===== src/rtl/stream_xbar_mcast_pkg.sv =====
// Shared width helpers and mask utilities for the multicast stream crossbar.
package stream_xbar_mcast_pkg;

   // Widest destination mask the coverage helper handles.
   localparam int unsigned MaskW = 32;

   function automatic int unsigned idx_width(input int unsigned n);
      return (n > 1) ? $clog2(n) : 1;
   endfunction

   function automatic int unsigned fill_width(input int unsigned depth);
      return $clog2(depth + 1);
   endfunction

   // True when every bit requested in want is present in have.
   function automatic logic mask_covers(input logic [MaskW-1:0] have,
                                        input logic [MaskW-1:0] want);
      return (have & want) == want;
   endfunction

endpackage


===== src/rtl/stream_xbar_mcast_out.sv =====
// One crossbar output: round-robin arbiter over all inputs feeding a private FIFO.
module stream_xbar_mcast_out
   import stream_xbar_mcast_pkg::*;
#(
   parameter int unsigned NumInp    = 4,
   parameter int unsigned DataWidth = 32,
   parameter int unsigned FifoDepth = 2,
   localparam int unsigned IdxW     = idx_width(NumInp),
   localparam int unsigned FillW    = fill_width(FifoDepth)
) (
   input  logic                        clk,
   input  logic                        rst_n,
   input  logic                        flush_i,
   input  logic [NumInp-1:0]           req_i,
   input  logic [NumInp*DataWidth-1:0] data_i,
   output logic [NumInp-1:0]           gnt_c_o,
   output logic [DataWidth-1:0]        data_o,
   output logic [IdxW-1:0]             idx_o,
   output logic                        valid_o,
   input  logic                        ready_i,
   output logic [FillW-1:0]            fill_o
);
   localparam int unsigned PtrW = idx_width(FifoDepth);

   logic [DataWidth-1:0] mem_q [FifoDepth];
   logic [IdxW-1:0]      src_q [FifoDepth];
   logic [PtrW-1:0]      wptr_q, wptr_d, rptr_q, rptr_d;
   logic [FillW-1:0]     cnt_q, cnt_d;
   logic [IdxW-1:0]      rr_q, rr_d;
   logic [IdxW-1:0]      win;
   logic                 found, full, push, pop;
   int unsigned          cand;

   function automatic logic [PtrW-1:0] ptr_inc(input logic [PtrW-1:0] p);
      return (p == PtrW'(FifoDepth - 1)) ? '0 : p + PtrW'(1);
   endfunction

   // Round-robin search starting at the pointer.
   always_comb begin
      found = 1'b0;
      win   = '0;
      cand  = 0;
      for (int unsigned k = 0; k < NumInp; k++) begin
         cand = (32'(rr_q) + k) % NumInp;
         if (!found && req_i[IdxW'(cand)]) begin
            found = 1'b1;
            win   = IdxW'(cand);
         end
      end
   end

   assign valid_o = (cnt_q != '0);
   assign full    = (cnt_q == FillW'(FifoDepth));
   assign pop     = valid_o & ready_i;
   assign push    = found & ~flush_i & (~full | pop);
   assign fill_o  = cnt_q;
   assign data_o  = valid_o ? mem_q[rptr_q] : '0;
   assign idx_o   = valid_o ? src_q[rptr_q] : '0;

   always_comb begin
      gnt_c_o = '0;
      for (int unsigned i = 0; i < NumInp; i++) begin
         gnt_c_o[i] = push && (win == IdxW'(i));
      end
   end

   always_comb begin
      rr_d   = rr_q;
      wptr_d = wptr_q;
      rptr_d = rptr_q;
      cnt_d  = cnt_q;
      if (flush_i) begin
         rr_d   = '0;
         wptr_d = '0;
         rptr_d = '0;
         cnt_d  = '0;
      end else begin
         if (push) begin
            rr_d   = (win == IdxW'(NumInp - 1)) ? '0 : win + IdxW'(1);
            wptr_d = ptr_inc(wptr_q);
         end
         if (pop) rptr_d = ptr_inc(rptr_q);
         if (push && !pop)      cnt_d = cnt_q + FillW'(1);
         else if (!push && pop) cnt_d = cnt_q - FillW'(1);
      end
   end

   always_ff @(posedge clk or posedge rst_n) begin
      if (rst_n) begin
         rr_q   <= '0;
         wptr_q <= '0;
         rptr_q <= '0;
         cnt_q  <= '0;
      end else begin
         rr_q   <= rr_d;
         wptr_q <= wptr_d;
         rptr_q <= rptr_d;
         cnt_q  <= cnt_d;
      end
   end

   // Payload storage needs no reset: heads are masked until valid.
   always_ff @(posedge clk) begin
      if (push) begin
         mem_q[wptr_q] <= data_i[win*DataWidth +: DataWidth];
         src_q[wptr_q] <= win;
      end
   end

endmodule


===== src/rtl/stream_xbar_mcast.sv =====
// Buffered NumInp x NumOut stream crossbar with multicast and per-input partial-delivery tracking.
module stream_xbar_mcast
   import stream_xbar_mcast_pkg::*;
#(
   parameter int unsigned NumInp    = 4,
   parameter int unsigned NumOut    = 4,
   parameter int unsigned DataWidth = 32,
   parameter int unsigned FifoDepth = 2,
   parameter bit          Multicast = 1'b1,
   localparam int unsigned IdxW     = idx_width(NumInp),
   localparam int unsigned FillW    = fill_width(FifoDepth)
) (
   input  logic                        clk,
   input  logic                        rst_n,
   input  logic                        flush_i,
   input  logic [NumInp*DataWidth-1:0] data_i,
   input  logic [NumInp*NumOut-1:0]    sel_i,
   input  logic [NumInp-1:0]           valid_i,
   output logic [NumInp-1:0]           ready_o,
   output logic [NumOut*DataWidth-1:0] data_o,
   output logic [NumOut*IdxW-1:0]      idx_o,
   output logic [NumOut-1:0]           valid_o,
   input  logic [NumOut-1:0]           ready_i,
   output logic [NumOut*FillW-1:0]     fill_o
);
   logic [NumOut-1:0] sel      [NumInp];
   logic [NumOut-1:0] served_q [NumInp];
   logic [NumOut-1:0] served_d [NumInp];
   logic [NumOut-1:0] gnt      [NumInp];
   logic [NumInp-1:0] req_col  [NumOut];
   logic [NumInp-1:0] gnt_col  [NumOut];
   logic              active;

   assign active = ~rst_n & ~flush_i;

   // Request matrix: outputs already reached by this beat stop requesting.
   always_comb begin
      sel     = '{default: '0};
      req_col = '{default: '0};
      for (int unsigned i = 0; i < NumInp; i++) begin
         for (int unsigned j = 0; j < NumOut; j++) begin
            sel[i][j]     = sel_i[i*NumOut + j];
            req_col[j][i] = active & valid_i[i] & sel[i][j] & ~served_q[i][j];
         end
      end
   end

   always_comb begin
      gnt = '{default: '0};
      for (int unsigned i = 0; i < NumInp; i++) begin
         for (int unsigned j = 0; j < NumOut; j++) begin
            gnt[i][j] = gnt_col[j][i];
         end
      end
   end

   // A beat retires once this cycle's grants complete its destination set.
   always_comb begin
      ready_o  = '0;
      served_d = '{default: '0};
      for (int unsigned i = 0; i < NumInp; i++) begin
         ready_o[i]  = active & valid_i[i] &
                       mask_covers(MaskW'(served_q[i] | gnt[i]), MaskW'(sel[i]));
         served_d[i] = (flush_i | ready_o[i]) ? '0 : (served_q[i] | gnt[i]);
      end
   end

   always_ff @(posedge clk or posedge rst_n) begin
      if (rst_n) served_q <= '{default: '0};
      else       served_q <= served_d;
   end

   for (genvar j = 0; j < NumOut; j++) begin : g_out
      stream_xbar_mcast_out #(
         .NumInp    (NumInp),
         .DataWidth (DataWidth),
         .FifoDepth (FifoDepth)
      ) u_out (
         .clk     (clk),
         .rst_n   (rst_n),
         .flush_i (flush_i),
         .req_i   (req_col[j]),
         .data_i  (data_i),
         .gnt_c_o (gnt_col[j]),
         .data_o  (data_o[j*DataWidth +: DataWidth]),
         .idx_o   (idx_o[j*IdxW +: IdxW]),
         .valid_o (valid_o[j]),
         .ready_i (ready_i[j]),
         .fill_o  (fill_o[j*FillW +: FillW])
      );
   end

   for (genvar i = 0; i < NumInp; i++) begin : g_chk
      a_hold : assert property (@(posedge clk) disable iff (rst_n)
         valid_i[i] && !ready_o[i] && !flush_i |=> valid_i[i] &&
         $stable(sel_i[i*NumOut +: NumOut]) && $stable(data_i[i*DataWidth +: DataWidth]));
      if (!Multicast) begin : g_uc
         a_onehot : assert property (@(posedge clk) disable iff (rst_n)
            valid_i[i] |-> $onehot0(sel_i[i*NumOut +: NumOut]));
      end
   end

endmodule


===== config.mk =====
export PLATFORM = sky130hd
export DESIGN_NAME = stream_xbar_mcast
export DESIGN_NICKNAME = d
export VERILOG_FILES = /design/src/rtl/stream_xbar_mcast_pkg.sv /design/src/rtl/stream_xbar_mcast_out.sv /design/src/rtl/stream_xbar_mcast.sv
export SDC_FILE = /design/constraint.sdc
export NUM_CORES = 1
export LEC_CHECK = 0
export ABC_AREA = 0
export CORE_MARGIN = 5
export CORE_UTILIZATION = 40
export DETAILED_ROUTE_END_ITERATION = 10
export DONT_BUFFER_PORTS = 1
export HOLD_SLACK_MARGIN = 0.15
export MAX_ROUTING_LAYER = met4
export SLEW_MARGIN = 15
export SYNTH_ARGS = -nofsm -noshare
export SYNTH_HDL_FRONTEND = slang
export SYNTH_SLANG_ARGS = --single-unit

===== constraint.sdc =====
create_clock -name clk -period 7.5 [get_ports clk]
set_input_delay 1.5 -clock clk [delete_from_list [all_inputs] [get_ports clk]]
set_output_delay 1.5 -clock clk [all_outputs]
set_load 0.1 [all_outputs]

### Word-level counts from Yosys, hierarchy flattened

Memory sizes are Yosys's and may differ from the RTL's.
Index checks and enable logic that the tools add are counted.

| storage, ports and cells | value |
|---|---|
| bits in registers | 40 |
| latch bits | 0 |
| RAM bits | 272 |
| memory bits (read-only) | 0 |
| bits of input ports | 155 |
| output and inout port bits | 152 |
| word-level logic and storage cells | 403 |
| memories kept | 8 |

Memory list:

| name | words | width | rd ports | clocked after Yosys merged registers in | wr ports | line | text |
|---|---|---|---|---|---|---|---|
| g_out[0].u_out.mem_q | 2 | 32 | 1 | 0 | 1 | stream_xbar_mcast_out.sv:25 | `logic [DataWidth-1:0] mem_q [FifoDepth];` |
| g_out[1].u_out.mem_q | 2 | 32 | 1 | 0 | 1 | stream_xbar_mcast_out.sv:25 |  |
| g_out[2].u_out.mem_q | 2 | 32 | 1 | 0 | 1 | stream_xbar_mcast_out.sv:25 |  |
| g_out[3].u_out.mem_q | 2 | 32 | 1 | 0 | 1 | stream_xbar_mcast_out.sv:25 |  |
| g_out[0].u_out.src_q | 2 | 2 | 1 | 0 | 1 | stream_xbar_mcast_out.sv:26 | `logic [IdxW-1:0] src_q [FifoDepth];` |
| g_out[1].u_out.src_q | 2 | 2 | 1 | 0 | 1 | stream_xbar_mcast_out.sv:26 |  |
| +2 memories | - | - | - | - | - | - |  |

| operators by class | value |
|---|---|
| add/sub/neg operators | 32 |
| multiply operators | 0 |
| div/mod/pow operators | 0 |
| magnitude comparators | 16 |
| equal/unequal tests | 20 |
| shift-type cells | 4 |
| muxes and demuxes | 132 |
| bitwise operators | 95 |
| reductions and logical operators | 76 |

Operators with widths:

| kind | number |
|---|---|
| variable part select 128 x 8 -> 32 bit | 4 |
| 2-to-1 mux 32 bit | 4 |
| 2-to-1 mux 2 bit | 44 |
| 2-to-1 mux 1 bit | 64 |
| bitwise AND 1 bit | 53 |
| less-than comparator 2 x 3 -> 1 bit (second input constant) | 16 |
| logical AND 1 bit | 36 |
| binary-select mux 1 bit (select 2 bit) | 16 |
| OR 4 bit | 8 |
| adder 2 x 1 -> 2 bit (second input constant) | 12 |
| equality test 2 bit (second input constant) | 12 |
| nonzero test 2 bit | 12 |
| NOT 1 bit | 22 |
| logical NOT 1 bit | 20 |
| adder 2 bit (second input constant) | 8 |
| bitwise AND 4 bit | 4 |
| equality test 4 bit | 4 |
| 2-to-1 mux 4 bit | 4 |
| nonzero test 3 bit | 4 |
| adder 1 bit (second input constant) | 8 |
| equality test 2 x 1 -> 1 bit (second input constant) | 4 |
| logical NOT 2 bit | 4 |
| OR 1 bit | 8 |
| subtractor 2 x 1 -> 2 bit (second input constant) | 4 |

### Depth between registers and ports, before layout

| depth | value |
|---|---|
| word-level depth | 26 |
| gate-level depth with buffers | 14 |
| mapped depth without buffers | 11 |

### Cells and area by module

Synthesis repeated with hierarchy kept, for this count alone.

| unflattened totals | value |
|---|---|
| cell total of the unflattened synthesis | 1323 |
| area, all modules | 17540.6 um^2 |

By module, submodules not included:

| module | times used | cells each | area each (um^2) | seq. area each (um^2) |
|---|---|---|---|---|
| stream_xbar_mcast_out at g_out[0].u_out ... | 2 | 308 | 4142.7 | 2192.1 |
| stream_xbar_mcast_out at g_out[3].u_out | 1 | 310 | 4169.0 | 2192.1 |
| stream_xbar_mcast_out at g_out[2].u_out | 1 | 307 | 4152.7 | 2192.1 |
| stream_xbar_mcast | 1 | 90 | 933.4 | 400.4 |

### Worst setup path after synthesis

No wires, ideal clock.

| timing path | value |
|---|---|
| path type | input port to output port |
| start | input port rst_n |
| end | output port ready_o[0] |
| arrival | 5.585 ns |
| required time | 6.000 ns |
| path slack | 0.415 ns |
| cell stages on the path | 7 |
| path buffers | 2 |
| cell sequence | buf_6 or3b_1 buf_2 or3_4 o221ai_1 nor2_1 nor4_1 |

| between the ends | value |
|---|---|
| cells in the longest elaborated chain, start to end | 24 |
| elaborated cells on any way between the ends | 146 |
| those cells by class | eq/ne: 1; mux: 64; bitwise: 49; reduce/logical: 32 |

Ends and longest elaborated chain:

| element | line | text |
|---|---|---|
| start: declaration | stream_xbar_mcast.sv:14 | `input logic rst_n,` |
| NOT 1 bit (*) | stream_xbar_mcast.sv:34 | `assign active = ~rst_n & ~flush_i;` |
| bitwise AND 1 bit (*) | stream_xbar_mcast.sv:34 |  |
| bitwise AND 1 bit (on tied branches) | stream_xbar_mcast.sv:43, stream_xbar_mcast.sv:62 |  |
| bitwise AND 1 bit (2 in series) | stream_xbar_mcast.sv:43 | `req_col[j][i] = active & valid_i[i] & sel[i][j] & ~served_q[i][j];` |
| binary-select mux 1 bit (select 2 bit) | stream_xbar_mcast_out.sv:45 | `if (!found && req_i[IdxW'(cand)]) begin` |
| 2-to-1 mux 1 bit (not written as such) | stream_xbar_mcast_out.sv:45 |  |
| 2-to-1 mux 1 bit | stream_xbar_mcast_out.sv:45 |  |
| logical NOT 1 bit | stream_xbar_mcast_out.sv:45 |  |
| (+6 left out) | - |  |
| logical AND 1 bit | stream_xbar_mcast_out.sv:45 |  |
| 2-to-1 mux 1 bit | stream_xbar_mcast_out.sv:45 |  |
| bitwise AND 1 bit (2 in series) | stream_xbar_mcast_out.sv:55 | `assign push = found & ~flush_i & (~full \| pop);` |
| logical AND 1 bit | stream_xbar_mcast_out.sv:63 | `gnt_c_o[i] = push && (win == IdxW'(i));` |
| OR 4 bit | stream_xbar_mcast.sv:63 | `mask_covers(MaskW'(served_q[i] \| gnt[i]), MaskW'(sel[i]));` |
| bitwise AND 4 bit | stream_xbar_mcast_pkg.sv:18 | `return (have & want) == want;` |
| equality test 4 bit | stream_xbar_mcast_pkg.sv:18 |  |
| bitwise AND 1 bit (*) | stream_xbar_mcast.sv:62 | `ready_o[i] = active & valid_i[i] &` |
| end: declaration | stream_xbar_mcast.sv:19 | `output logic [NumInp-1:0] ready_o,` |

Every way passes the cells marked *; elsewhere a longest branch is shown, timed or not. The select of a mux whose other input is x is not followed.

### Worst setup path in the final report

| timing path | value |
|---|---|
| start | input port flush_i |
| end | output port ready_o[1] |

| between the ends | value |
|---|---|
| cells in the longest elaborated chain, start to end | 24 |
| elaborated cells on any way between the ends | 146 |
| those cells by class | eq/ne: 5; mux: 64; bitwise: 49; reduce/logical: 28 |

Ends and longest elaborated chain:

| element | line | text |
|---|---|---|
| start: declaration | stream_xbar_mcast.sv:15 | `input logic flush_i,` |
| NOT 1 bit (*) | stream_xbar_mcast_out.sv:55, stream_xbar_mcast.sv:34 |  |
| bitwise AND 1 bit | stream_xbar_mcast.sv:34 |  |
| bitwise AND 1 bit (on tied branches) | stream_xbar_mcast.sv:43, stream_xbar_mcast.sv:62 |  |
| bitwise AND 1 bit (2 in series) | stream_xbar_mcast.sv:43 |  |
| binary-select mux 1 bit (select 2 bit) | stream_xbar_mcast_out.sv:45 |  |
| 2-to-1 mux 1 bit (not written as such) | stream_xbar_mcast_out.sv:45 |  |
| 2-to-1 mux 1 bit | stream_xbar_mcast_out.sv:45 |  |
| logical NOT 1 bit | stream_xbar_mcast_out.sv:45 |  |
| (+6 left out) | - |  |
| logical AND 1 bit | stream_xbar_mcast_out.sv:45 |  |
| 2-to-1 mux 1 bit | stream_xbar_mcast_out.sv:45 |  |
| bitwise AND 1 bit (2 in series) | stream_xbar_mcast_out.sv:55 |  |
| logical AND 1 bit | stream_xbar_mcast_out.sv:63 |  |
| OR 4 bit | stream_xbar_mcast.sv:63 |  |
| bitwise AND 4 bit | stream_xbar_mcast_pkg.sv:18 |  |
| equality test 4 bit | stream_xbar_mcast_pkg.sv:18 |  |
| bitwise AND 1 bit (*) | stream_xbar_mcast.sv:62 |  |

Marks and branches as above.

==> run_results.csv <==
group,metric,value,unit
finish,drive_gt1_share,20.6,%
die,core_region_area,0.0431,mm²
drt,route.detailed.drc,0,
grt,grt_pass1_wl,80700,µm
sta,final_hold_viol_count,0,
synthesis,avgSynthCellArea,12.7,µm²
hold_path,hold_path_class,"reg -> reg",
power_and_ir_drop,peakVddDrop,0.000226,V
synthesis,seq_area_frac_synth,52.7,%
clock_tree,holdBufCountCts,0,
power_and_ir_drop,p_leak,6.43,nW
critical_path,r2r-start,"served_q[6]",
clock_tree,post_cts_buffers,0,
critical_path,crit_path_start_kind,"input port",
synthesis,yosys_warnings,0,
critical_path,cp-end-kind,"primary output",
sta,fmaxAchievable,0.162,GHz
synthesis,synth_edf_count,272,
power_and_ir_drop,power,6.22,mW
sta,skew,20.2,ps
critical_path,worstPathMaxFanout,34,
critical_path,worstPathArrival,4690,ps
drt,vias,11400,
drt,dr.pass1.iters,5,
sta,setup_violations,0,
synthesis,synth_area_leaders,"edfxtp_1 47%, mux2i_1 30%, dfrtp_1 5.7%, nor2_1 3.7%, buf_6 0.84%",
clock_tree,clock_path_buffers,3,
finish,regArea,0.00917,mm²
sta,worst_pin_slew,1220,ps
synthesis,synth-async-reset-ratio,12.8,%
synthesis,synth_nets,1533,
finish,fin_nets,1535,
die,die_area,0.0478,mm²
drt,routed_wl,56300,µm
sta,fin_crit,6190,ps
hold_path,min_to,"served_q[15]",
critical_path,ff2ff_setup_slack,3880,ps
sta,fin_hold_ws,513,ps
clock_tree,path_clk_slew,60,ps
critical_path,cp_slowest_cell,"nor3b_1",
drt,wl_per_cell,28.3,µm
die,start_util,40.4,%
clock_tree,clock_sinks,312,
die,fp.dieW,219,µm
grt,grtUsageTotal,23.6,%
drt,first_iter_violations,767,
clock_tree,htree_num_levels,2,
critical_path,r2r-end,"g_out[2].u_out.mem_q[1][11]",
synthesis,netlist_instances,1370,
place,post-dp-hpwl,39800,µm
hold_path,min_path_cells,2,
die,dieHeight,219,µm
clock_tree,tritoncts,"built",
power_and_ir_drop,pwr_density_cell,314,mW/mm²
critical_path,r2r_cells,7,
synthesis,syn-cell-area,0.0174,mm²
drt,vias_per_cell,5.75,
synthesis,ys_ff_latch,312,
grt,grt_pass1_vias,11700,
synthesis,yosysTopAreaCellShare,46.9,%
finish,area_delta_synth_final,13.8,%
critical_path,cp.required,6000,ps
synthesis,synth_cell_type_count,70,
clock_tree,cts_made_buffers,38,
critical_path,path_class,"in -> out",
die,pin_count,307,
drt,ant_nets,0,
place,gp_congestion,0.936,
grt,overflow,0,
sta,setup_tns,0,ps
finish,fillers,3867,
synthesis,dominantRegCellSynth,"edfxtp_1",
critical_path,worst-path-buf-inv,2,
flow_run,drv_cap,0,
grt,antenna_found_initial,0,
clock_tree,cts_resized,0,
place,io_buffer_count,0,
clock_tree,insertion_delay,550,ps
finish,fin_util,46.0,%
critical_path,cp_top_family,"simple AND/OR/NAND/NOR gates",
sta,max_slew_margin,18.7,%
finish,multi_input_area,0.00812,mm²
synthesis,post-synth-top-area-cell,"edfxtp_1",
sta,drv_slew,0,
critical_path,cpPeakStageDelay,720,ps
critical_path,cp_cell_sequence,"nor3b_1 -> a211oi_1 -> o21ai_0 -> o211ai_2 -> inv_2 -> ha_1 -> a31oi_1 -> nor3_1 -> and3_1 -> buf_4",
clock_tree,clock-root-buffer,"clkbuf_16",
hold_path,min_from,"served_q[15]",
sta,layout_worst_path_cycle_share,82.5,%
grt,grt_max_degree,58,
run_status,status,"finished, final reports clean",
die,rows,76,
sta,rsz0062_at_grt,"false",
-- through the flow --
step	cell area (µm²)	std cells	worst slack (ps)
2_1_floorplan	17400	1370	415
3_3_place_gp	18500	1917	1380
3_5_place_dp	18500	1917	1370
4_1_cts	19800	1985	1350
5_1_grt	19800	1985	1040
6_report	19800	1989	1310
-- cells by family (layout without fill, tap and decap cells) --
| kind of cell | Yosys count | in the layout | synth area share (%) |
|---|---|---|---|
| other cells | 0 | 4 | 0 |
| xor+xnor | 5 | 5 | 0.251 |
| mux | 527 | 527 | 30.3 |
| simple gates | 291 | 291 | 7.76 |
| fa+ha+maj | 8 | 8 | 0.575 |
| flops | 312 | 312 | 52.7 |
| compound gates | 118 | 118 | 5.07 |
| buf+inv | 109 | 139 | 3.40 |
-- cells in the final DEF, fill, tap and decap left out, types with 4 or more instances in the layout --
cell and n:
mux2i_1 527, edfxtp_1 272, nor2_2 136, buf_4 51, clkbuf_16 38, dfrtp_1 36
nor2_1 29, nand2_1 26, a21oi_1 22, nand2b_1 15, inv_1 15, nor3_1 15
o21ai_0 14, nor2b_1 12, a31oi_1 11, nand3_1 9, nor2_4 8, ha_1 8
clkbuf_1 8, o22ai_1 7, a211oi_1 7, bufinv_16 7, nor3b_1 6, xor2_1 5
or3_1 5, diode_2 4, or3b_1 4, a2bb2oi_1 4, o22a_1 4, a21o_1 4
clkinv_2 4, clkinv_1 4, dfrtp_2 4
-- layout make-up --
class | count | area share, %
flip-flops and latches | 312 | 46.3
multi-input cells | 949 | 41.0
clock buffers | 48 | 5.09
well taps | 585 | 3.69
repair buffers | 52 | 2.07
clock inverters | 20 | 1.48
inverters | 19 | 0.372
diodes | 4 | 0.0505
-- where the power goes --
part	total (mW)	switching, mW	internal (mW)
Clock	1.94	0.739	1.20
Sequential	2.14	0.0988	2.04
Combinational	2.15	1.79	0.356
Total	6.22	2.63	3.59
-- worst max-delay path by stage --
stage | from | to | depth (start not counted)
2_1_floorplan | rst_n | ready_o[0] | 7
3_3_place_gp | flush_i | ready_o[1] | 10
3_5_place_dp | flush_i | ready_o[1] | 10
4_1_cts | flush_i | ready_o[1] | 10
5_1_grt | flush_i | ready_o[1] | 10
6_report | flush_i | ready_o[1] | 10
-- metal layers --
metal	global-route usage [%]	share of wire, %	vias to the layer above
met1	31.9	45	5830
met4	6.49	2.7	0
met2	35.5	45	374
met5	-	0	-
li1	-	-	5170
met3	5.97	7.4	72
-- state kept, by name, indices dropped and copies added, names as in the netlist --
| signal | cells |
|---|---|
| g_out.u_out.mem_q | 256 |
| g_out.u_out.wptr_q | 4 |
| g_out.u_out.src_q | 16 |
| served_q | 16 |
| g_out.u_out.rptr_q | 4 |
| g_out.u_out.rr_q | 8 |
| g_out.u_out.fill_o | 8 |
-- cell usage after synthesis, types with 14 or more instances --
cell type and count:
buf_2 23, dfrtp_1 40, clkbuf_1 34, o21ai_0 14, nand2_1 26, edfxtp_1 272, nand2b_1 15, a21oi_1 22
nor2_1 173, nor3_1 15, buf_4 15, inv_1 15, mux2i_1 527
-- worst register-to-register path, stage by stage, from the launching register on --
cell and delay, ps:
dfrtp_1 380, nor2b_1 290, nand2_1 130, a221oi_1 390, o22a_4 820, buf_4 580
mux2i_1 140, mux2i_1 590
Power figures use the tool's default switching activity.
